### src/rtl/memory_request_arbiter.sv
// Shared-port arbiter for instruction fetch and data load/store requests.
// Registered RAM strobes, combinational hit pulses, sticky timeout error.
module memory_request_arbiter #(
  parameter int ADDR_W  = 32,
  parameter int DATA_W  = 32,
  parameter int TIMEOUT = 64
) (
  input  logic              CLK,
  input  logic              RST,
  input  logic              halt,
  input  logic              iREN,
  input  logic [ADDR_W-1:0] iaddr,
  output logic [DATA_W-1:0] iload,
  output logic              ihit,
  input  logic              dREN,
  input  logic              dWEN,
  input  logic [ADDR_W-1:0] daddr,
  input  logic [DATA_W-1:0] dstore,
  output logic [DATA_W-1:0] dload,
  output logic              dhit,
  output logic              ramREN,
  output logic              ramWEN,
  output logic [ADDR_W-1:0] ramaddr,
  output logic [DATA_W-1:0] ramstore,
  input  logic [DATA_W-1:0] ramload,
  input  logic              ram_ready,
  output logic              err
);

  localparam logic [1:0] IDLE  = 2'd0;
  localparam logic [1:0] DATA  = 2'd1;
  localparam logic [1:0] INSTR = 2'd2;
  localparam logic [1:0] ERR   = 2'd3;

  localparam int CW = $clog2(TIMEOUT + 1);

  logic [1:0]    r_state;
  logic [CW-1:0] r_cnt;
  logic          r_last;

  logic          w_dreq;
  logic          w_ireq;
  logic          w_idle;
  logic          w_busy;
  logic          w_held;
  logic          w_grant_d;
  logic          w_grant_i;
  logic          w_done;
  logic          w_abort;
  logic          w_tmo;
  logic [CW-1:0] w_cnt_inc;

  assign w_dreq = dREN | dWEN;
  assign w_ireq = iREN & ~halt;
  assign w_idle = (r_state == IDLE);
  assign w_busy = (r_state == DATA) | (r_state == INSTR);

  // r_last=1 means data was served last, so a contending fetch goes next
  assign w_grant_d = w_idle & w_dreq & (~w_ireq | ~r_last);
  assign w_grant_i = w_idle & w_ireq & ~w_grant_d;

  // halt does not cancel a fetch already in flight
  assign w_held    = (r_state == DATA) ? w_dreq : iREN;
  assign w_done    = w_busy & w_held & ram_ready;
  assign w_abort   = w_busy & ~w_held;
  assign w_cnt_inc = r_cnt + 1'b1;
  assign w_tmo     = w_busy & w_held & ~ram_ready
                   & (w_cnt_inc == CW'(TIMEOUT));

  assign dhit  = w_done & (r_state == DATA);
  assign ihit  = w_done & (r_state == INSTR);
  assign dload = dhit ? ramload : '0;
  assign iload = ihit ? ramload : '0;

  always_ff @(posedge CLK or posedge RST) begin
    if (RST) begin
      r_state  <= IDLE;
      r_cnt    <= '0;
      r_last   <= 1'b0;
      ramREN   <= 1'b0;
      ramWEN   <= 1'b0;
      ramaddr  <= '0;
      ramstore <= '0;
      err      <= 1'b0;
    end else begin
      unique case (r_state)
        IDLE: begin
          if (w_grant_d) begin
            r_state  <= DATA;
            r_cnt    <= '0;
            ramaddr  <= daddr;
            ramstore <= dstore;
            ramWEN   <= dWEN;
            ramREN   <= ~dWEN;
          end else if (w_grant_i) begin
            r_state <= INSTR;
            r_cnt   <= '0;
            ramaddr <= iaddr;
            ramREN  <= 1'b1;
            ramWEN  <= 1'b0;
          end
        end
        DATA, INSTR: begin
          if (w_done || w_abort) begin
            r_state <= IDLE;
            ramREN  <= 1'b0;
            ramWEN  <= 1'b0;
            if (w_done) begin
              r_last <= (r_state == DATA);
            end
          end else if (w_tmo) begin
            r_state <= ERR;
            ramREN  <= 1'b0;
            ramWEN  <= 1'b0;
            err     <= 1'b1;
          end else begin
            r_cnt <= w_cnt_inc;
          end
        end
        ERR: begin
          r_state <= ERR;
        end
        default: begin
          r_state <= IDLE;
        end
      endcase
    end
  end

endmodule

### config.mk
export PLATFORM = sky130hd
export DESIGN_NAME = memory_request_arbiter
export DESIGN_NICKNAME = d
export VERILOG_FILES = /design/src/rtl/memory_request_arbiter.sv
export SDC_FILE = /design/constraint.sdc
export NUM_CORES = 1
export LEC_CHECK = 0
export CAP_MARGIN = 40
export CORE_AREA = 2 2 106 108
export DETAILED_ROUTE_END_ITERATION = 12
export DIE_AREA = 0 0 108 110
export PLACE_DENSITY_LB_ADDON = 0.05
export SLEW_MARGIN = 5
export SYNTH_ARGS = -nofsm -noshare
export SYNTH_HDL_FRONTEND = slang
export SYNTH_SLANG_ARGS = --single-unit
### constraint.sdc
create_clock -name CLK -period 4.1 [get_ports CLK]
set_clock_uncertainty 0.2 [all_clocks]
set_input_delay 0.82 -clock CLK [delete_from_list [all_inputs] [get_ports CLK]]
set_output_delay 0.82 -clock CLK [all_outputs]
set_load 0.01 [all_outputs]
[After elaboration in Yosys (flattened, before gate mapping)]
Cells that the tools add are included.
Storage, ports and cells
  bits of input ports: 135
  RAM bits: 0
  latch bits: 0
  memory bits (read-only): 0
  memories kept: 0
  register bits after elaboration: 77
  output and inout port bits: 133
Operators by class
  $mul: 0
  shift-type cells: 0
  muxes and demuxes: 23
  eq/ne operators: 8
  $add $sub $neg: 1
  divide/modulo/power cells: 0
  bitwise operators: 23
  magnitude comparators: 0
  reduce and logical (&&, ||, !) cells: 12
Operators by type and width (count)
  $mux 32: 4
  $mux 7: 4
  $pmux 7 s2: 1
  $and 1x1->1: 12
  $reduce_and 3->1: 3
  $mux 2: 4
  $not 1->1: 8
  $add 7x1->7 const B: 1
  $eq 7x7->1 const B: 1
  $mux 1: 7
  $pmux 2 s3: 1
  $reduce_and 2->1: 3
  $eq 2x2->1 const B: 2
  $ne 2x2->1 const B: 2
  $pmux 1 s2: 2
  $reduce_and 4->1: 1
  $reduce_bool 2->1: 2
  $ne 3x1->1 const B: 1
  $ne 3x3->1 const B: 1
  $or 1x1->1: 3
  $eq 2x1->1 const B: 1
  $logic_not 2->1: 1
  $reduce_or 2->1: 1
  $logic_or 1x1->1: 1

[Logic depth before layout (Yosys ltp)]
  depth in word-level cells: 10
  mapped depth: 8
  depth with buffers taken out: 7

[Worst setup path after synthesis]
No wires, ideal clock.
  path kind: input -> output
  start: input dREN
  end: output dload[23]
  arrival: 1.819 ns
  setup slack: 1.261 ns
  cell stages on the path: 6
  buffers on the path: 1
  data required time: 3.080 ns
  cells stage by stage: nor3b_2 > nor2_1 > nand3_1 > nor2_1 > clkbuf_1 > and2_1
On the way
  longest elaborated chain between the ends: 6
Ends and longest elaborated chain
  start, declared: line 15  | input logic dREN,
  $or 1x1->1: line 53  | assign w_dreq = dREN | dWEN;
  $mux 1: line 63  | assign w_held = (r_state == DATA) ? w_dreq : iREN;
  $and 1x1->1 (2 in series): line 64  | assign w_done = w_busy & w_held & ram_ready;
  $and 1x1->1: line 70  | assign dhit = w_done & (r_state == DATA);
  named net dhit: line 20  | output logic dhit,
  $mux 32: line 72  | assign dload = dhit ? ramload : '0;
  end, declared: line 19  | output logic [DATA_W-1:0] dload,
The timed path passes the listed nets, and every way through them passes these cells.

[Worst setup path in the final report]
  start: input dWEN
  end: output iload[13]
On the way
  longest elaborated chain between the ends: 6
Ends and longest elaborated chain
  start, declared: line 16  | input logic dWEN,
  $or 1x1->1: line 53
  $mux 1: line 63
  $and 1x1->1 (2 in series): line 64
  $and 1x1->1: line 71  | assign ihit = w_done & (r_state == INSTR);
  $mux 32: line 73  | assign iload = ihit ? ramload : '0;
  end, declared: line 13  | output logic [DATA_W-1:0] iload,
Every way passes these cells.

==> flow_summary.yaml <==
logic_synthesis:
  synth.avg_cell_area_um2: 10.3
  synth_flop_cell: "dfrtp_1"
  post_synth_main_area_contributors: "dfrtp_1 (47%), and2_1 (9.8%), mux2_2 (8.8%)"
  yosysWarnings: 0
  synth_nets: 537
  yosys.area.top_type: "dfrtp_1"
  asyncSetResetFlopFracSynth: 1.00
  ys_seq_area_frac: 0.471
  synth-edff-count: 0
  post_synthesis_cell_area_mm2: 0.00409
  synthesis.instances: 396
  ys_seq_elements: 77
  synth.lib_cells_used.distinct: 46
  synth_top_cell_area_share: 0.471
final_layout:
  syn_to_final_growth_pct: 74.5
  nets: 801
  layout_commonest_cell: "clkdlybuf4s50_1"
  final_cell_mix: "clkdlybuf4s50_1 (267), dfrtp_1 (77), and2_1 (64), nand2_1 (45)"
  n_antenna_cell: 0
  stdcell_area_mm2: 0.00714
  post_route_cells_drive_above_1_share: 0.104
route:
  drtAntennaViolNets: 0
  route.detailed.vias_per_inst: 4.76
  drt_drc_violations_left: 0
  postRouteWirelength_mm: 12.9
  dr_total_vias: 3832
  drt_first_pass_iters: 4
  avg_wl_per_cell_um: 16.0
  drt-initial-drc-count: 185
worst_setup_path:
  critPathLaunchType: "input pin"
  worst_r2r_startpoint: "r_state[0]"
  criticalPathCategory: "input pin to output pin"
  reg2reg_slack_ns: 1.45
  r2r.worst_path.cells: 7
  timing.rr.end: "r_cnt[4]"
  endpoint_class_of_the_critical_path: "output pin"
  critical_path.max_fanout: 33
  arrival_worst_endpoint_ns: 2.82
  critPathRequiredTime_ns: 3.08
worst_hold_path:
  min_path_type: "register to register"
  min_to: "err"
  hold_depth: 1
  critical_hold_path_startpoint: "err"
timing:
  fin_setup_tns_ns: 0
  slew_headroom: 0.587
  finalSetupViolations: 0
  setup_ws_ns: 0.257
  grt_setup_unrepaired: "false"
  post-route-min-period_ns: 3.84
  count_of_pins_over_their_slew_limit: 0
  hold_viol_final: 0
  maximum_achievable_frequency_mhz: 260
  period_share: 0.937
  worst_slew_pin_slew_ns: 0.617
place:
  place_area_mm2: 0.00695
  gp_routability_congestion: 0.852
  dpl.hpwl_mm: 10.2
  post-place-ws_ns: 0.254
  portBuffers: 267
clocking:
  clk-insertion-delay-late_ns: 0.35
  cts_made_buffers: 9
  max-clock-path-buffers: 2
  cts.sinks: 77
  tritoncts_clock_tree: "built"
  ctsRootBufferMaster: "clkbuf_8"
  cts_resized: 0
  post_cts.repair.setup_buffers: 0
  h-tree-depth: 3
  cts_hold_buffers: 0
  clock_edge_transition_at_the_registers_on_the_reported_setup_and_hold_paths_ns: 0.08
power:
  max_ir_drop_vdd_uv: 302
  power_density_mw_per_mm2: 607
  cellLeakagePower_nw: 2.94
  net-switching-power_mw: 1.56
  power.switching_fraction: 0.361
  pwr-share-seq: 0.310
  power_frac_comb: 0.557
  p_clk_frac: 0.133
  power.internal_mw: 2.77
floorplanning:
  starting_density_of_the_core: 0.383
  number_of_cell_rows: 38
  io_pins: 268
  floorplan.die.height_um: 110
  floorplan.die.width_um: 108
  placeableCoreArea_mm2: 0.0107
  floorplan.die_area_mm2: 0.0119
job:
  max-cap-violations: 0
grt:
  grt_first_pass_wirelength_mm: 19.6
  globalRouteOverflowTotal: 0
  antenna_violations_before_repair: 0
  track_usage: 0.215
  pin_count_of_the_biggest_net_entering_global_routing: 65
  vias_in_the_first_global_route: 3994
outcome:
  status: "finished, final reports clean"
-- sequential cells by signal (all words and copies together) (netlist names) --
signal and count:
ramaddr 32, ramstore 32, r_cnt 7, r_state 2
err 1, r_last 1, ramREN 1, ramWEN 1
-- power groups by stage --
stage | Sequential (mW) | Combinational [mW] | Clock [mW]
2_1_floorplan | 1.50 | 1.11 | 0
3_3_place_gp | 1.34 | 2.41 | 0
3_5_place_dp | 1.36 | 2.44 | 0
4_1_cts | 1.35 | 2.45 | 0.595
5_1_grt | 1.40 | 2.62 | 0.634
6_report | 1.35 | 2.42 | 0.577
-- worst max-delay path by stage --
stage	end	slack (ns)	cells after the start	startpoint
3_3_place_gp	iload[13]	0.30	8	dWEN
6_report	iload[13]	0.26	8	dWEN
5_1_grt	iload[13]	0.17	8	dWEN
3_5_place_dp	iload[13]	0.25	8	dWEN
4_1_cts	iload[13]	0.25	8	dWEN
2_1_floorplan	err	1.11	1	RST
-- synth_stat cells, types with 2 or more instances --
library cell,number
nand3b_1,3
clkbuf_1,13
and3_1,2
buf_2,6
o311ai_0,2
nor3b_1,2
inv_1,9
nor2_1,8
dfrtp_1,77
o21ai_0,34
mux2_2,32
buf_4,3
and2_1,64
nand3_1,11
or3_1,2
a21oi_1,7
ha_1,6
a21o_1,3
o211ai_1,5
nor3_1,3
mux2i_1,34
nand2_1,46
-- per-stage QoR --
stage | hold WS (ns) | total power, mW | util | cells
global placement | 0.254 | 3.74 | 0.649 | 789
global route | 0.306 | 4.65 | 0.668 | 805
detailed placement | 0.265 | 3.81 | 0.649 | 789
finish | 0.280 | 4.34 | 0.668 | 805
floorplan | 0.250 | 2.61 | - | 396
CTS | 0.282 | 4.39 | 0.668 | 805
-- layer usage --
layer  global-route usage  part of all wire  up-vias
met5                    0                 0        -
met4               0.0723             0.013        0
met3               0.0647             0.088       11
met2                0.397              0.52      166
met1                0.235              0.38     1767
li1                     -                 -     1888
-- critical path: stages --
cell and delay (ns):
clkdlybuf4s50_1 0.51, nor3b_2 0.09, nor2_1 0.10, nand3_1 0.12, nor2_1 0.22, buf_12 0.20
and2_1 0.19, clkdlybuf4s50_1 0.56
-- cell type report --
cell class / count / area, um^2
fill: 871 / 3550
timing repair buffer: 275 / 2770
multi-input combinational: 288 / 2040
sequential: 77 / 1930
tap: 140 / 175
clock buffer: 10 / 138
clock inverter: 6 / 61.3
inverter: 9 / 33.8
-- logic make-up (layout without fill, tap and decap cells) --
family / Yosys count / count (layout) / share of synthesized area
muxes: 68 / 68 / 0.178
AOI/OAI and AO/OA: 61 / 61 / 0.0923
and+or+nand+nor: 153 / 153 / 0.208
adders and majority gates: 6 / 6 / 0.0183
buffers and inverters: 31 / 300 / 0.0330
DFF: 77 / 77 / 0.471
Power figures use the tool's default switching activity.
